===== config.mk =====
export PLATFORM = sky130hd
export DESIGN_NAME = mcdt_rx
export DESIGN_NICKNAME = d
export VERILOG_FILES = /design/src/rtl/mcdt_rx.sv
export SDC_FILE = /design/constraint.sdc
export NUM_CORES = 1
export LEC_CHECK = 0
export CELL_PAD_IN_SITES_DETAIL_PLACEMENT = 2
export CELL_PAD_IN_SITES_GLOBAL_PLACEMENT = 2
export CORE_ASPECT_RATIO = 0.5
export CORE_MARGIN = 2
export CORE_UTILIZATION = 45
export DETAILED_ROUTE_END_ITERATION = 7
export GPL_TIMING_DRIVEN = 0
export PLACE_DENSITY = 0.79
export SYNTH_ARGS = -nofsm -noshare
export SYNTH_HDL_FRONTEND = slang
export SYNTH_SLANG_ARGS = --single-unit

===== constraint.sdc =====
create_clock -name clk_i -period 14.1 [get_ports clk_i]
set_clock_uncertainty 0.1 [all_clocks]
set_input_delay 2.82 -clock clk_i [delete_from_list [all_inputs] [get_ports clk_i]]
set_output_delay 2.82 -clock clk_i [all_outputs]
set_load 0.01 [all_outputs]

===== src/rtl/mcdt_rx.sv =====
// rtl/mcdt_rx.sv - mcdt stream demultiplexer into three show-ahead channel FIFOs
// Optional sequence checker enabled by defining MCDT_RX_SEQCHK_EN.
module mcdt_rx #(
    parameter int DEPTH = 8,
    localparam int CW = $clog2(DEPTH) + 1
) (
    input  logic          clk_i,
    input  logic          rst_i,
    input  logic [31:0]   mcdt_data_i,
    input  logic          mcdt_val_i,
    input  logic [1:0]    mcdt_id_i,
    output logic [31:0]   ch0_data_o,
    output logic          ch0_valid_o,
    input  logic          ch0_ready_i,
    output logic [CW-1:0] ch0_count_o,
    output logic [31:0]   ch1_data_o,
    output logic          ch1_valid_o,
    input  logic          ch1_ready_i,
    output logic [CW-1:0] ch1_count_o,
    output logic [31:0]   ch2_data_o,
    output logic          ch2_valid_o,
    input  logic          ch2_ready_i,
    output logic [CW-1:0] ch2_count_o,
    output logic [2:0]    overflow_o,
    output logic          id_err_o,
    output logic [2:0]    seq_err_o,
    input  logic          err_clr_i
);
    localparam int AW = $clog2(DEPTH);

    logic [2:0]          rdy_w;
    logic [2:0]          acc_w;
    logic [2:0]          drop_w;
    logic [2:0][31:0]    head_w;
    logic [2:0][CW-1:0]  cnt_w;
    logic [2:0]          overflow_q;
    logic                id_err_q;
`ifdef MCDT_RX_SEQCHK_EN
    logic [2:0]          seq_set_w;
    logic [2:0]          seq_err_q;
`endif

    assign rdy_w = {ch2_ready_i, ch1_ready_i, ch0_ready_i};

    for (genvar g = 0; g < 3; g++) begin : g_ch
        logic [31:0]   mem_q [DEPTH];
        logic [AW-1:0] wp_q;
        logic [AW-1:0] rp_q;
        logic [CW-1:0] cnt_q;
        logic [CW-1:0] cnt_d;
        logic          wr;
        logic          pop;
        logic          full;

        assign wr        = mcdt_val_i && (mcdt_id_i == 2'(g));
        assign pop       = (cnt_q != '0) && rdy_w[g];
        assign full      = (cnt_q == CW'(DEPTH));
        // A pop on the same edge frees the slot, so a full FIFO can still accept.
        assign acc_w[g]  = wr && (!full || pop);
        assign drop_w[g] = wr && full && !pop;

        always_comb begin
            cnt_d = cnt_q;
            if (acc_w[g] && !pop) begin
                cnt_d = cnt_q + 1'b1;
            end else if (!acc_w[g] && pop) begin
                cnt_d = cnt_q - 1'b1;
            end
        end

        always_ff @(posedge clk_i) begin
            if (acc_w[g]) begin
                mem_q[wp_q] <= mcdt_data_i;
            end
        end

        always_ff @(posedge clk_i or posedge rst_i) begin
            if (rst_i) begin
                wp_q  <= '0;
                rp_q  <= '0;
                cnt_q <= '0;
            end else begin
                if (acc_w[g]) begin
                    wp_q <= wp_q + 1'b1;
                end
                if (pop) begin
                    rp_q <= rp_q + 1'b1;
                end
                cnt_q <= cnt_d;
            end
        end

        assign head_w[g] = (cnt_q != '0) ? mem_q[rp_q] : 32'h0;
        assign cnt_w[g]  = cnt_q;

`ifdef MCDT_RX_SEQCHK_EN
        logic [15:0] exp_q;
        logic        init_q;

        // A word accepted on a clear cycle re-seeds the expectation instead of being checked.
        assign seq_set_w[g] = acc_w[g] && init_q && !err_clr_i &&
                              (mcdt_data_i[15:0] != exp_q);

        always_ff @(posedge clk_i or posedge rst_i) begin
            if (rst_i) begin
                exp_q  <= '0;
                init_q <= 1'b0;
            end else if (acc_w[g]) begin
                exp_q  <= mcdt_data_i[15:0] + 16'd1;
                init_q <= 1'b1;
            end else if (err_clr_i) begin
                init_q <= 1'b0;
            end
        end
`endif
    end

    always_ff @(posedge clk_i or posedge rst_i) begin
        if (rst_i) begin
            overflow_q <= '0;
            id_err_q   <= 1'b0;
        end else begin
            overflow_q <= (err_clr_i ? 3'b000 : overflow_q) | drop_w;
            id_err_q   <= (err_clr_i ? 1'b0 : id_err_q) | (mcdt_val_i && (mcdt_id_i == 2'd3));
        end
    end

`ifdef MCDT_RX_SEQCHK_EN
    always_ff @(posedge clk_i or posedge rst_i) begin
        if (rst_i) begin
            seq_err_q <= '0;
        end else begin
            seq_err_q <= (err_clr_i ? 3'b000 : seq_err_q) | seq_set_w;
        end
    end
    assign seq_err_o = seq_err_q;
`else
    assign seq_err_o = 3'b000;
`endif

    assign ch0_data_o  = head_w[0];
    assign ch1_data_o  = head_w[1];
    assign ch2_data_o  = head_w[2];
    assign ch0_count_o = cnt_w[0];
    assign ch1_count_o = cnt_w[1];
    assign ch2_count_o = cnt_w[2];
    assign ch0_valid_o = (cnt_w[0] != '0);
    assign ch1_valid_o = (cnt_w[1] != '0);
    assign ch2_valid_o = (cnt_w[2] != '0);
    assign overflow_o  = overflow_q;
    assign id_err_o    = id_err_q;
endmodule

==> metrics.txt, run 1 <==
DRT iter0 DRCs=2629; Slew Viols, Final=0; Synth async-reset ratio=4.239%; Fin. Hold Viols=0; CTS buffer count=73; post-synthesis register bit count=802; Post CTS Setup Buffer Count=0; drt drc=0; PortBufs=155; fin util=54.60%; Final Instance Area=0.03680 mm2; RSZ-0062 raised after global routing=false; First-pass DRT Iterations=5; synth unique cells=45; Static Leak=11.96 nW; total core area=0.06740 mm2; Worst VDD drop=0.09328 mV; placed cell area=0.03450 mm2; first-pass GRT wire length=147200 um; Routed WL per cell=40.20 um; initial antenna violation count=3; GRT Total Usage=30.02%; post-synthesis sequential area ratio=77.53%; vias in the first global route=17640; Worst Path Arrival=3.85 ns; Critical Path Sink Type=output pin; status=finished clean; Inst Count DP=2481; Via Count=16830; Ys Warns=0; CTS clk-pin slew, worst paths=0.08 ns; # resized after CTS=0; hold-fix buffers at CTS=0; fin crit period=6.767 ns; ratio of cells with drive above 1 in the final layout=27.59%; final instance count without filler cells=2609; overall power=7.693 mW; post-synthesis cell count=1336; detailed placer's ending HPWL=65810 um; max frequency=147.8 MHz; Worst Tran Pin Value=1.440 ns; post-route setup slack=7.333 ns; GRT overflow=0; CP startpoint kind=register; Area Overhead vs Synth=19.31%; ys flop type=edfxtp_1; die area=0.07078 mm2; Worst slew margin=3.694%; remaining antenna violation count after routing=0; CTS tree=done; final WL=104900 um; Die Height=189.1 um; Crit Path Category=register to output pin; Hold Worst Slack=0.4202 ns; IO Pins=159; PD cells=209.0 mW/mm2; Max-cap violations=0; Clock Sinks=802; Max Buffers Root-to-Sink=3; final setup fails=0; pin count of the biggest net entering global routing=35; EDFF count, synth=768; routed vias/inst=6.451; Initial Util=45.76%; GPL Wtd Cong=0.7432; fin nets=1718; CP required=11.18 ns; CTS root buffer=clkbuf_16; Critical Path Fanout Max=10; fin crit share=47.99%; mapped cell area=0.03084 mm2; setup_tns=0 ns; H-tree levels=3; die width=374.2 um; worst-skew pair later-pin latency=0.61 ns; Post-Place Setup Slack=7.435 ns; mean area per synthesized cell=23.09 um2; Rows=67; min-delay worst type=register to register
[state kept, by name, indices dropped and copies added (netlist names)]
signal and cells:
ch2_count_o 4, ch0_count_o 4, overflow_o 3, ch1_count_o 4
g_ch.wp_q 9, g_ch.mem_q 768, g_ch.rp_q 9, id_err_o 1
[path summary, 6_finish.rpt]
| check | from | end | slack [ns] | cells past startpoint |
|---|---|---|---|---|
| setup reg to reg | ch2_count_o[3]$_DFFE_PP0P_ | g_ch[2].mem_q[2][16]$_DFFE_PP_ | 10.48 | 9 |
| max in group asynchronous | rst_i | g_ch[0].rp_q[0]$_DFFE_PP0P_ | 10.58 | 2 |
| hold reg to reg | overflow_o[0]$_DFF_PP0_ | overflow_o[0]$_DFF_PP0_ | 0.42 | 1 |
| setup / recovery | g_ch[1].rp_q[1]$_DFFE_PP0P_ | ch1_data_o[21] | 7.33 | 5 |
| min in group asynchronous | rst_i | g_ch[1].rp_q[2]$_DFFE_PP0P_ | 2.66 | 2 |
| hold / removal | overflow_o[0]$_DFF_PP0_ | overflow_o[0]$_DFF_PP0_ | 0.42 | 1 |
[logic make-up after synthesis]
family | share of synthesized area (%)
mux | 14.45
flops | 77.53
compound gates | 3.375
buf+inv | 1.696
simple gates | 1.627
fa+ha+maj | 0.8032
xor+xnor | 0.5111
other cells | 0.01216
[area by class of cell]
cell class              instances  area (um2)
multi-input cells             447        6558
plain buffers                  78       481.7
inverters                      11       41.29
clock buffers                  99        2049
well taps                     897        1122
diodes                          1       2.502
repair buffers                246        2389
flip-flops and latches        802       23910
clock inverters                28       244.0
fillers                      5624       30600
[synth_stat cells (5+ instances only)]
library cell  instances  area (um2)
buf_1                 8       30.03
mux2_2                9       101.4
buf_4                 5       37.54
nand2_1              11       41.29
nor3_1               11       55.05
dfrtp_1              34       850.8
nor4_1                5       31.28
xnor2_1              17       148.9
a22o_1               97       849.6
clkbuf_1             19       71.32
mux4_2              192        4324
inv_1                10       37.54
edfxtp_1            768       23060
or3_1                11       68.82
buf_6                18       202.7
buf_2                28       140.1
ha_1                 15       187.7
nor4b_1               7       61.31
nand3b_1              7       52.55
nand3_1               6       30.03
or4_1                 6       45.04
[critical path: stages (launching register included)]
cell	delay, ns
dfrtp_1	0.54
clkbuf_1	0.66
clkbuf_1	0.75
mux4_2	0.43
a22o_1	0.27
clkdlybuf4s50_1	0.56
[per-layer routing]
metal  part of all wire (%)  up-vias  GRT usage [%]
met5                      0        -              0
met4                    2.4        0          7.971
met3                    9.7      159          6.622
met2                     46     1093          45.68
met1                     42     9231          44.34
li1                       -     6348              -
[layout by cell type (no fill, tap or decap), drive strengths merged, types with 3 or more instances in the layout]
cell           count
a21o               4
edfxtp           768
a21oi              3
and2               3
nand3b             7
buf              150
nor4b              7
o221ai             3
mux2i              3
or4                6
mux2               9
mux4             192
a211o              3
nor2b              5
ha                15
fa                 3
nor3              11
clkdlybuf4s50    155
conb               3
dfrtp             34
nand2             11
clkinv            20
bufinv             4
nand3              6
nor2               4
o21ai              5
nand2b             4
nor4               5
or3               11
clkbuf           118
inv               13
a22o              97
xnor2             17
[power by group]
group / leakage (nW) / internal, mW / switching [mW]
Sequential: 7.33 / 2.75 / 0.127
Combinational: 3.51 / 1.33 / 1.44
Clock: 1.12 / 1.10 / 0.948
Total: 12.0 / 5.17 / 2.52
Power figures use the tool's default switching activity.
==> run 2: changes to the inputs <==
==> constraint.sdc (replaced) <==
create_clock -name clk_i -period 6.89 [get_ports clk_i]
set_clock_uncertainty 0.1 [all_clocks]
set_input_delay 1.378 -clock clk_i [delete_from_list [all_inputs] [get_ports clk_i]]
set_output_delay 1.378 -clock clk_i [all_outputs]
set_load 0.01 [all_outputs]
==> results of run 2 <==
The final DEF is identical to that of run 1. Status: finished clean.
Among the figures that moved: setup slack after placement 7.435 ns -> 1.667 ns; setup slack after layout 7.333 ns -> 1.565 ns; register-to-register setup slack 10.48 ns -> 3.27 ns; total power 7.693 mW -> 15.74 mW; worst IR drop on VDD 0.09328 mV -> 0.1909 mV
==> run 3: changes to the inputs <==
==> constraint.sdc (replaced) <==
create_clock -name clk_i -period 4.9 [get_ports clk_i]
set_clock_uncertainty 0.1 [all_clocks]
set_input_delay 0.98 -clock clk_i [delete_from_list [all_inputs] [get_ports clk_i]]
set_output_delay 0.98 -clock clk_i [all_outputs]
set_load 0.01 [all_outputs]
==> run 3 against run 2 <==
Effect of this change: wire length decreased by 4.1%; register-to-register slack got worse by 2.0 ns; global-route usage decreased by 1.2 points; clock-buffer cell count decreased by 5; utilization about the same; first-iteration DRC count decreased by 1.4%; sequential share of layout area about the same; die area unchanged; hold slack got worse by 0.014 ns; sequential cell count unchanged; cell count decreased by 0.61%; via count decreased by 1.8%; highest routed layer is now met5.
==> metrics.txt, run 3 (synthesis gave the netlist of run 1 again) <==
status=finished clean (unchanged); Max Buffers Root-to-Sink=3 (unchanged); total core area=0.06740 mm2 (unchanged); IO Pins=159 (unchanged); PD cells=598.5 mW/mm2 (was 427.8 mW/mm2); vias in the first global route=17560 (was 17640); Worst VDD drop=0.2856 mV (was 0.1909 mV); CP required=3.82 ns (was 5.41 ns); fin crit period=4.810 ns; placed cell area=0.03450 mm2 (about the same); RSZ-0062 raised after global routing=false (unchanged); First-pass DRT Iterations=6 (was 5); Crit Path Category=register to output pin (unchanged); ratio of cells with drive above 1 in the final layout=27.12% (was 27.59%); routed vias/inst=6.373 (was 6.451); initial antenna violation count=2 (was 3); max FFs per register=768 (unchanged); Die Height=189.1 um (unchanged); DRT iter0 DRCs=2591 (was 2629); H-tree levels=3 (unchanged); CP bufs+invs=3 (unchanged); Final Instance Area=0.03679 mm2 (was 0.03680 mm2); Static Leak=11.92 nW (was 11.96 nW); die width=374.2 um (unchanged); CTS root buffer=clkbuf_16 (unchanged); Rows=67 (unchanged); Worst slew margin=17.11% (was 3.694%); worst-skew pair later-pin latency=0.63 ns (was 0.61 ns); Area Overhead vs Synth=19.28% (was 19.31%); post-route setup slack=0.08986 ns (was 1.565 ns); PortBufs=155 (unchanged); drt drc=0 (unchanged); max frequency=207.9 MHz; CTS clk-pin slew, worst paths=0.07 ns (was 0.08 ns); commonest non-fill, non-tap cells in the layout=edfxtp_1 (768), mux4_2 (192), clkdlybuf4s50_1 (155), a22o_1 (97), clkbuf_16 (77) (unchanged); first-pass GRT wire length=142000 um (was 147200 um); Critical Path Fanout Max=10 (unchanged); biggest regs=g_ch.mem_q x768, g_ch.rp_q x9, g_ch.wp_q x9 (unchanged); GRT Total Usage=28.78% (was 30.02%); fin util=54.59% (was 54.60%); GPL Wtd Cong=0.7454 (was 0.7432); remaining antenna violation count after routing=0 (unchanged); Worst Path Arrival=3.73 ns (was 3.85 ns); Via Count=16530 (was 16830); Post CTS Setup Buffer Count=0 (unchanged); Critical Path Sink Type=output pin (unchanged); CTS tree=done (unchanged); hold-fix buffers at CTS=0 (unchanged); Post-Place Setup Slack=0.3549 ns (was 1.667 ns); CTS buffer count=72 (was 73); Slowest Stage Delay on Critical Path=0.79 ns (was 0.75 ns); fin nets=1698 (was 1718); Initial Util=45.76% (unchanged); fin crit share=98.17%; Max-cap violations=0 (unchanged); detailed placer's ending HPWL=64660 um (was 65810 um); Worst Tran Pin Value=1.239 ns (was 1.440 ns); commonest non-fill, non-tap cell in the layout=edfxtp_1 (unchanged); most used cell, CP=clkbuf_1 (unchanged); Clock Sinks=802 (unchanged); setup_tns=0 ns (unchanged); Routed WL per cell=38.81 um (was 40.20 um); overall power=22.02 mW (was 15.74 mW); Slew Viols, Final=0 (unchanged); fill count=5599 (was 5624); GRT overflow=0 (unchanged); delay-heaviest family, CP=buffers and inverters (unchanged); die area=0.07078 mm2 (unchanged); Crit-path slowest cell=clkbuf_1 (unchanged); CP cell instances=clkbuf_1 -> clkbuf_1 -> mux4_2 -> a22o_1 -> clkdlybuf4s50_1 (unchanged); final WL=100600 um (was 104900 um); pin count of the biggest net entering global routing=35 (unchanged); final setup fails=0 (unchanged); min-delay worst type=register to register (unchanged); Fin. Hold Viols=0 (unchanged); Biggest register=g_ch.mem_q (unchanged); ANT cells=0 (was 1); CP startpoint kind=register (unchanged)
## run 3: cell types whose count changed in the layout (fill, tap and decap cells not counted), moves of 3 or more
cell      before  now
nor4b_4        0    4
clkbuf_1      37   31
nor4_4         0    3
nor4_2         5    2
buf_8          0    5
nor4b_2        7    3
buf_6         49   60
clkinv_2       9   17
buf_4         62   27
clkinv_1      10   13
## run 3: per-layer routing
| metal | up-vias | part of all wire, % | global-route usage, % |
|---|---|---|---|
| met4 | 2 | 2.2 | 6.622 |
| li1 | 6329 | - | - |
| met2 | 892 | 46 | 44.01 |
| met5 | - | 0.013 | 0 |
| met3 | 145 | 8.3 | 6.431 |
| met1 | 9158 | 43 | 42.68 |
## run 3: timing repair
item / CTS / global route
setup endpoints to repair: 0 / 1
hold endpoints to repair: 0 / 0
gates resized for setup: 0 / 3
## run 3: path summary, 6_finish.rpt
check	startpoint	endpoint	slack [ns]	cells after the start
hold / removal	overflow_o[1]$_DFF_PP0_	overflow_o[1]$_DFF_PP0_	0.41	1
min in group asynchronous	rst_i	g_ch[2].wp_q[2]$_DFFE_PP0P_	0.79	2
max in group asynchronous	rst_i	g_ch[2].rp_q[2]$_DFFE_PP0N_	3.32	2
setup / recovery	g_ch[0].rp_q[1]$_DFFE_PP0P_	ch0_data_o[19]	0.09	5
setup reg to reg	ch2_count_o[0]$_DFFE_PP0P_	ch2_count_o[3]$_DFFE_PP0P_	1.26	10
hold reg to reg	overflow_o[1]$_DFF_PP0_	overflow_o[1]$_DFF_PP0_	0.41	1
## run 3: final cells by class
class	count	area (um2)	share of cell area, %
Sequential cell	802	23910	65.00
Inverter	11	41.29	0.1122
Clock buffer	94	2031	5.520
Buffer	78	483.0	1.313
Timing Repair Buffer	227	2325	6.319
Multi-Input combinational cell	447	6619	17.99
Tap cell	897	1122	3.051
Clock inverter	37	256.5	0.6972
## run 3: report_power, final
| group | leakage, nW | internal (mW) | switching, mW |
|---|---|---|---|
| logic | 3.46 | 3.83 | 4.12 |
| clock network | 1.13 | 3.10 | 2.70 |
| registers | 7.33 | 7.90 | 0.367 |
## run 3: through the flow
step	hold WS [ns]	instances
2_1_floorplan	0.3591	1338
3_3_place_gp	0.3733	2390
3_5_place_dp	0.3842	2462
4_1_cts	0.4117	2593
5_1_grt	0.4375	2593
6_report	0.4063	2593
